==> src/rtl/mem_access_ctrl_pkg.sv <==
// Shared types and constants for the memory access controller.
package mem_access_ctrl_pkg;

  localparam int TIMEOUT_DEF = 15;

  typedef enum logic [2:0] {
    IDLE    = 3'd0,
    ADDR    = 3'd1,
    RD_WAIT = 3'd2,
    WR_LOAD = 3'd3,
    WR_WAIT = 3'd4,
    DONE    = 3'd5,
    ERR     = 3'd6
  } state_t;

endpackage

==> src/rtl/mem_access_ctrl_wait_timer.sv <==
// Wait-cycle counter with clear, enable and terminal count at TIMEOUT-1.
module mem_access_ctrl_wait_timer #(
  parameter int TIMEOUT = 15,
  parameter int CNT_W   = 8
) (
  input  logic clk,
  input  logic clr_n,
  input  logic clr,
  input  logic en,
  output logic tc
);

  logic [CNT_W-1:0] cnt;

  always_ff @(posedge clk or negedge clr_n) begin
    if (!clr_n)   cnt <= '0;
    else if (clr) cnt <= '0;
    else if (en)  cnt <= cnt + 1'b1;
  end

  assign tc = (cnt == CNT_W'(TIMEOUT - 1));

endmodule

==> src/rtl/mem_access_ctrl.sv <==
// Sequences one MAR/MDR memory transaction at a time with a bounded ready wait.
module mem_access_ctrl
  import mem_access_ctrl_pkg::*;
#(
  parameter int TIMEOUT = TIMEOUT_DEF,
  parameter int CNT_W   = 8
) (
  input  logic clk,
  input  logic clr_n,
  input  logic req_rd,
  input  logic req_wr,
  input  logic mem_ready,
  input  logic err_clr,
  output logic MARin,
  output logic MDRin,
  output logic Read,
  output logic mem_rd,
  output logic mem_wr,
  output logic busy,
  output logic done,
  output logic err
);

  state_t state, state_nxt;
  logic   op_rd;
  logic   waiting;
  logic   tc;

  assign waiting = (state == RD_WAIT) || (state == WR_WAIT);

  mem_access_ctrl_wait_timer #(
    .TIMEOUT (TIMEOUT),
    .CNT_W   (CNT_W)
  ) u_wait_timer (
    .clk   (clk),
    .clr_n (clr_n),
    .clr   (!waiting),
    .en    (waiting && !mem_ready),
    .tc    (tc)
  );

  always_ff @(posedge clk or negedge clr_n) begin
    if (!clr_n) begin
      state <= IDLE;
      op_rd <= 1'b0;
    end else begin
      state <= state_nxt;
      if (state == IDLE && (req_rd || req_wr)) op_rd <= req_rd;
    end
  end

  // Set in ERR takes priority over a simultaneous clear request.
  always_ff @(posedge clk or negedge clr_n) begin
    if (!clr_n)             err <= 1'b0;
    else if (state == ERR)  err <= 1'b1;
    else if (err_clr)       err <= 1'b0;
  end

  always_comb begin
    state_nxt = state;
    case (state)
      IDLE:    if (req_rd || req_wr) state_nxt = ADDR;
      ADDR:    state_nxt = op_rd ? RD_WAIT : WR_LOAD;
      RD_WAIT: if (mem_ready) state_nxt = DONE;
               else if (tc)   state_nxt = ERR;
      WR_LOAD: state_nxt = WR_WAIT;
      WR_WAIT: if (mem_ready) state_nxt = DONE;
               else if (tc)   state_nxt = ERR;
      DONE:    state_nxt = IDLE;
      ERR:     state_nxt = IDLE;
      default: state_nxt = IDLE;
    endcase
  end

  always_comb begin
    MARin  = (state == ADDR);
    mem_rd = (state == RD_WAIT);
    mem_wr = (state == WR_WAIT);
    Read   = (state == RD_WAIT) && mem_ready;
    MDRin  = ((state == RD_WAIT) && mem_ready) || (state == WR_LOAD);
    busy   = (state != IDLE);
    done   = (state == DONE);
  end

endmodule

==> config.mk <==
export PLATFORM = sky130hd
export DESIGN_NAME = mem_access_ctrl
export DESIGN_NICKNAME = d
export VERILOG_FILES = /design/src/rtl/mem_access_ctrl_pkg.sv /design/src/rtl/mem_access_ctrl_wait_timer.sv /design/src/rtl/mem_access_ctrl.sv
export SDC_FILE = /design/constraint.sdc
export NUM_CORES = 1
export LEC_CHECK = 0
export ABC_AREA = 1
export BUFFER_PORTS_ARGS = -buffer_cell sky130_fd_sc_hd__buf_2
export CORE_AREA = 2 2 44 46
export CTS_CLUSTER_DIAMETER = 80
export CTS_CLUSTER_SIZE = 14
export DETAILED_ROUTE_END_ITERATION = 10
export DIE_AREA = 0 0 46 48
export PLACE_DENSITY = 0.68
export RECOVER_POWER = 50
export SLEW_MARGIN = 30
export SYNTH_ARGS = -nofsm -noshare
export SYNTH_HDL_FRONTEND = slang
export SYNTH_SLANG_ARGS = --single-unit
==> constraint.sdc <==
create_clock -name clk -period 1.1 [get_ports clk]
set_input_delay 0.22 -clock clk [delete_from_list [all_inputs] [get_ports clk]]
set_output_delay 0.22 -clock clk [all_outputs]
set_load 0.01 [all_outputs]
; After elaboration in Yosys (flattened, before gate mapping)
; Index checks and enable logic that the tools add are counted.
; W data, S select, Z words.
[op_classes]
add_sub_neg = 1
n_mux = 9
reduce_logical = 12
n_eq_ne = 10
[ops]
columns = op, count
row1 = $mux W8, 2
row2 = $pmux W3 S4, 1
row3 = $eq A3 B3 Y1 const B, 3
row4 = $mux W3, 3
row5 = $add A8 B1 Y8 const B, 1
row6 = $eq A8 B4 Y1 const B, 1
row7 = $eq A3 B2 Y1 const B, 2
row8 = $ne A2 B1 Y1 const B, 2
row9 = $eq A3 B1 Y1 const B, 1
row10 = $logic_and A1 B1 Y1, 3
row11 = $logic_not A3 Y1, 1
row12 = $logic_or A1 B1 Y1, 3
row13 = $mux W1, 3
row14 = $ne A3 B1 Y1 const B, 1
row15 = $reduce_bool A3 Y1, 1
row16 = $reduce_and A2 Y1, 1
row17 = $reduce_bool A2 Y1, 1
row18 = $reduce_or A2 Y1, 1
row19 = $logic_not A1 Y1, 1
[totals]
elab_cells = 36
regBits = 13
out_inout_bits = 8
inputBits = 6

; Logic depth before layout (Yosys ltp)
[logic_depth]
word_depth = 5
depth_mapped = 9
mapped_depth_nobuf = 9

; Cells and area by module
; From an unflattened synthesis, not the netlist that was laid out.
[unflattened]
cells_unflattened = 109
area_unflattened_um2 = 797.0
[modules_own_cells]
columns = mod, area_per_inst_um2, seq_area_each_um2, cells_each, instances
row1 = mem_access_ctrl_wait_timer, 447.9, 200.2, 59, 1
row2 = mem_access_ctrl, 349.1, 125.1, 50, 1

; Worst setup path after synthesis
; Ideal clock, no wire load.
[synth_path]
kind = register to register
start = register u_wait_timer.cnt[0]
end = register state[1]
period_less_slack_ps = 1144
n_path_buf = 0
path_stages_with_launch = 10
setup_time_ps = 117
slack_ps = -44
required_ps = 983
arrival_time_ps = 1026
path_cell_list = dfrtp_1 > inv_1 > ha_1 > nand2_1 > nor2_1 > nand2_2 > nand3_4 > nand2_4 > nand2_1 > nand2_1
[synth_between]
elab_chain_len = 3
[synth_lines]
columns = item, line_no
row1 = "start, declared", mem_access_ctrl_wait_timer.sv:13  ; logic [CNT_W-1:0] cnt;
row2 = "start signal, assigned", mem_access_ctrl_wait_timer.sv:18  ; else if (en) cnt <= cnt + 1'b1;
row3 = $eq A8 B4 Y1, mem_access_ctrl_wait_timer.sv:21  ; assign tc = (cnt == CNT_W'(TIMEOUT - 1));
row4 = $ne A3 B1 Y1 (no line), --
row5 = $reduce_and A2 Y1 (no line), --
row6 = "end signal, assigned", mem_access_ctrl.sv:47  ; state <= state_nxt;
row7 = "end, declared", mem_access_ctrl.sv:24  ; state_t state, state_nxt;
; Every way passes these cells.
; A chain may end at the register's enable or synchronous reset.

; Final worst setup path
[layout_path]
start = register state[0]
end = output Read
[layout_between]
elab_chain_len = 2
[layout_lines]
columns = item, line_no
row1 = $eq A3 B2 Y1, mem_access_ctrl.sv:79  ; Read = (state == RD_WAIT) && mem_ready;
row2 = $logic_and A1 B1 Y1, mem_access_ctrl.sv:79
row3 = "end, declared", mem_access_ctrl.sv:16  ; output logic Read,
; Every way passes these cells.

==> metrics list <==
* Violated checks: setup timing
- Post-Place Worst Slack: -0.152 ns
- In this run the worst setup path begins at state[0].
- Commonest cells after routing, fill and taps aside: sky130_fd_sc_hd__nand2_1 (19), sky130_fd_sc_hd__buf_4 (14), sky130_fd_sc_hd__inv_1 (12), sky130_fd_sc_hd__dfrtp_1 (11)
- Between clock sinks in the finished design, the worst skew comes to 0.00330 ns.
- At the pin with the least slew margin, the transition time is 0.344 ns.
* Die Footprint: 2210 µm²
* Buffer type at the clock tree root: sky130_fd_sc_hd__clkbuf_4
* Non-filler cells, final: 154
- Num rows: 15
* Number of vias after detailed routing: 782
- CTS built an H-tree with a depth of 1.
- For this run, asynchronously set or reset flops after synthesis account for 100%.
- STA classifies the critical path endpoint as an output port.
* Maximum fanout encountered on the critical timing path: 3
- Across every metal layer, demand over resource in global routing totals 21.8%.
- Slowest stage cell on the critical path: sky130_fd_sc_hd__dfrtp_2
- Core box area: 1690 µm²
* Hold/Removal Path Class: input pin to flop
- For this run, the detailed router's first-pass iteration total came to 4.
- Buffers on Ports: 13
* Number of setup violations in the final report: 20
* Initial antenna violation count: 0
- After the last flow step, the layout net total stands at 146.
- Summing internal, switching and leakage power gives 2.58 mW.
- Post-detail-place hpwl: 1.34 mm
- The via count of the first global-routing pass was 776.
- CP Class: flop to output port
- The number of failing hold endpoints at the final stage is 0.
- Warnings from Yosys: 0
* Cell count after synthesis: 102
- Count of maximum capacitance violations: 0
* Total inserted antenna cells: 0
- Wires add up to 1.96 mm.
* Vertical die dimension: 48 µm
- In this run the remaining antenna-violating nets after routing total 0.
* Worst R2R Start: state[1]
- Headroom to the max-slew limit came out at 77.0%.
* Count of flip-flops with a built-in enable after synthesis: 0
- Cell type with the largest total area after synthesis: sky130_fd_sc_hd__dfrtp_1
- Fraction of the core area covered by cells at the end of the flow: 66.6%
* Startpoint of the worst hold path: err_clr
- Slowest cell delay on critical path: 0.46 ns
- Via-per-instance ratio: 5.08
* DP Cell Count: 142
- The number of nets in the synthesized netlist is 110.
- Die span in x: 46 µm
- Summed over its instances, the top area cell type makes up 40.6% of the synthesized netlist area.
- After detailed routing, the average wire length per cell comes to 12.7 µm.
* Iteration-0 DRC Markers: 13
- Compared with the post-synthesis result, the final layout area differs by 40.2%.
- First-pass GRT wire length: 3.32 mm
* Mapped Avg Cell Area: 7.86 µm²
* Sink Count: 13
- Of the available clock period, the critical path in the final layout requires 127%.
* Clock transition at the registers of the reported paths: 0.09 ns
- Count of pins over their slew limit: 0
* Power density of the placed cells: 2290 nW/µm²
* Total gr overflow: 0
- Num CTS Buffers: 3
- Max IR drop VDD: 1.66 mV
* Dominant register cell in the synthesized netlist: sky130_fd_sc_hd__dfrtp_1
- Summing the sequential cell areas from Yosys gives 40.6% of the chip area.
* Run status: finished, violations left
- At the worst endpoint, the arrival time is 1.18 ns.
- Initial core utilization: 47.5%
- Top-level port count: 14
- Source-to-sink clock delay at the later pin of the worst-skew pair: 0.28 ns
* Count of unresolved DRC violations after routing: 0
* F_max: 0.714 GHz
- Ratio of cells with drive above 1 in the final layout: 45.3%
* RSZ-0062 raised after global routing: yes
- CTS max path bufs: 2
* CP cell instances: inv_2 > nand3_4 > nor2_2 > buf_2
- The mapped netlist covers 802 µm².
- Counting the fill cells in the layout gives 136.
* Minimum clock period after layout: 1.40 ns
* Most frequent standard cell in the layout excluding fill and tap cells: sky130_fd_sc_hd__nand2_1
- CP Data Required Time: 0.88 ns
- The worst setup path is launched from a flop.
- Number of synthesized register bits: 13
- Leakage power figure: 0.578 nW
* Clock tree from TritonCTS: yes
- Across all setup checks in the final design, the least slack found is -0.301 ns.
- Top post-synthesis cells by area: sky130_fd_sc_hd__dfrtp_1 (41%), sky130_fd_sc_hd__nand2_1 (9.4%), sky130_fd_sc_hd__inv_1 (7.5%)
* Maximum number of pins on one net before global-route repair: 14
- Weighted congestion reported at the end of routability-driven placement: 0.770
- The synthesized netlist contains 24 unique library cells.
[through the flow]
| stage | hold WS, ns | area [µm²] | setup TNS (ns) |
|---|---|---|---|
| global placement | 0.126 | 963 | -0.428 |
| finish | 0.165 | 1120 | -3.79 |
| detailed placement | 0.125 | 963 | -0.789 |
| CTS | 0.125 | 1090 | -3.68 |
| global route | 0.152 | 1120 | -5.23 |
| floorplan | -0.0756 | 802 | -0.0576 |
[area by class of cell]
type	count	area (µm²)	share of cell area (%)
tap	17	21.3	1.89
inverter	20	80.1	7.12
sequential	13	328	29.1
clock buffer	4	26.3	2.34
multi-input combinational	69	443	39.4
timing repair buffer	31	226	20.1
[final timing paths]
check                                       to  slack, ns  depth (start not counted)
max                                       Read      -0.30                          4
max reg2reg                           state[1]      -0.24                          8
min in group asynchronous  u_wait_timer.cnt[0]       0.36                          2
max in group asynchronous             state[1]       0.46                          2
min reg2reg                              op_rd       0.51                          2
min                                        err       0.17                          2
[kinds of logic after synthesis]
logic type | synth area share, %
flops | 40.6
buf+inv | 9.98
fa+ha+maj | 3.12
compound gates | 7.96
simple gates | 38.4
[critical path, delay by kind of cell, from the launching register on]
kind	cells	cell delay (ns)
and+or+nand+nor	2	0.19
buffers and inverters	2	0.25
DFF	1	0.46
[Yosys cell counts (4+ instances only)]
| library cell | number |
|---|---|
| sky130_fd_sc_hd__nor2_1 | 11 |
| sky130_fd_sc_hd__nor3_1 | 4 |
| sky130_fd_sc_hd__nand2_1 | 20 |
| sky130_fd_sc_hd__dfrtp_1 | 13 |
| sky130_fd_sc_hd__inv_1 | 16 |
| sky130_fd_sc_hd__nand2_2 | 4 |
| sky130_fd_sc_hd__nand3_1 | 6 |
| sky130_fd_sc_hd__o21ai_0 | 4 |
[sequential cells by signal (all words and copies together) (netlist names)]
signal            count
err                   1
op_rd                 1
state                 3
u_wait_timer.cnt      8
[metal layers]
layer  global-route usage (%)  part of all wire [%]  vias to the layer above
met1                     26.9                    46                      363
met5                        0                     0                        -
met2                     36.9                    49                       14
li1                         -                     -                      399
met4                     9.14                   2.0                        0
met3                     4.53                   2.8                        6
[power by group]
group	internal, mW	switching (mW)	leakage (nW)
combinational	0.749	0.795	0.392
sequential	0.592	0.131	0.171
clock	0.141	0.169	0.0150
total	1.48	1.10	0.578
[what timing repair did]
| action | 4_1_cts | 5_1_grt |
|---|---|---|
| buffers inserted | 6 | 1 |
| endpoints found under the hold margin | 13 | 0 |
| gates resized for setup | 14 | 6 |
| setup endpoints to repair | 17 | 20 |
| pin swaps | 3 | 2 |
| hold buffers | 1 | 0 |
Note: power is estimated with default switching activity, not from simulation.
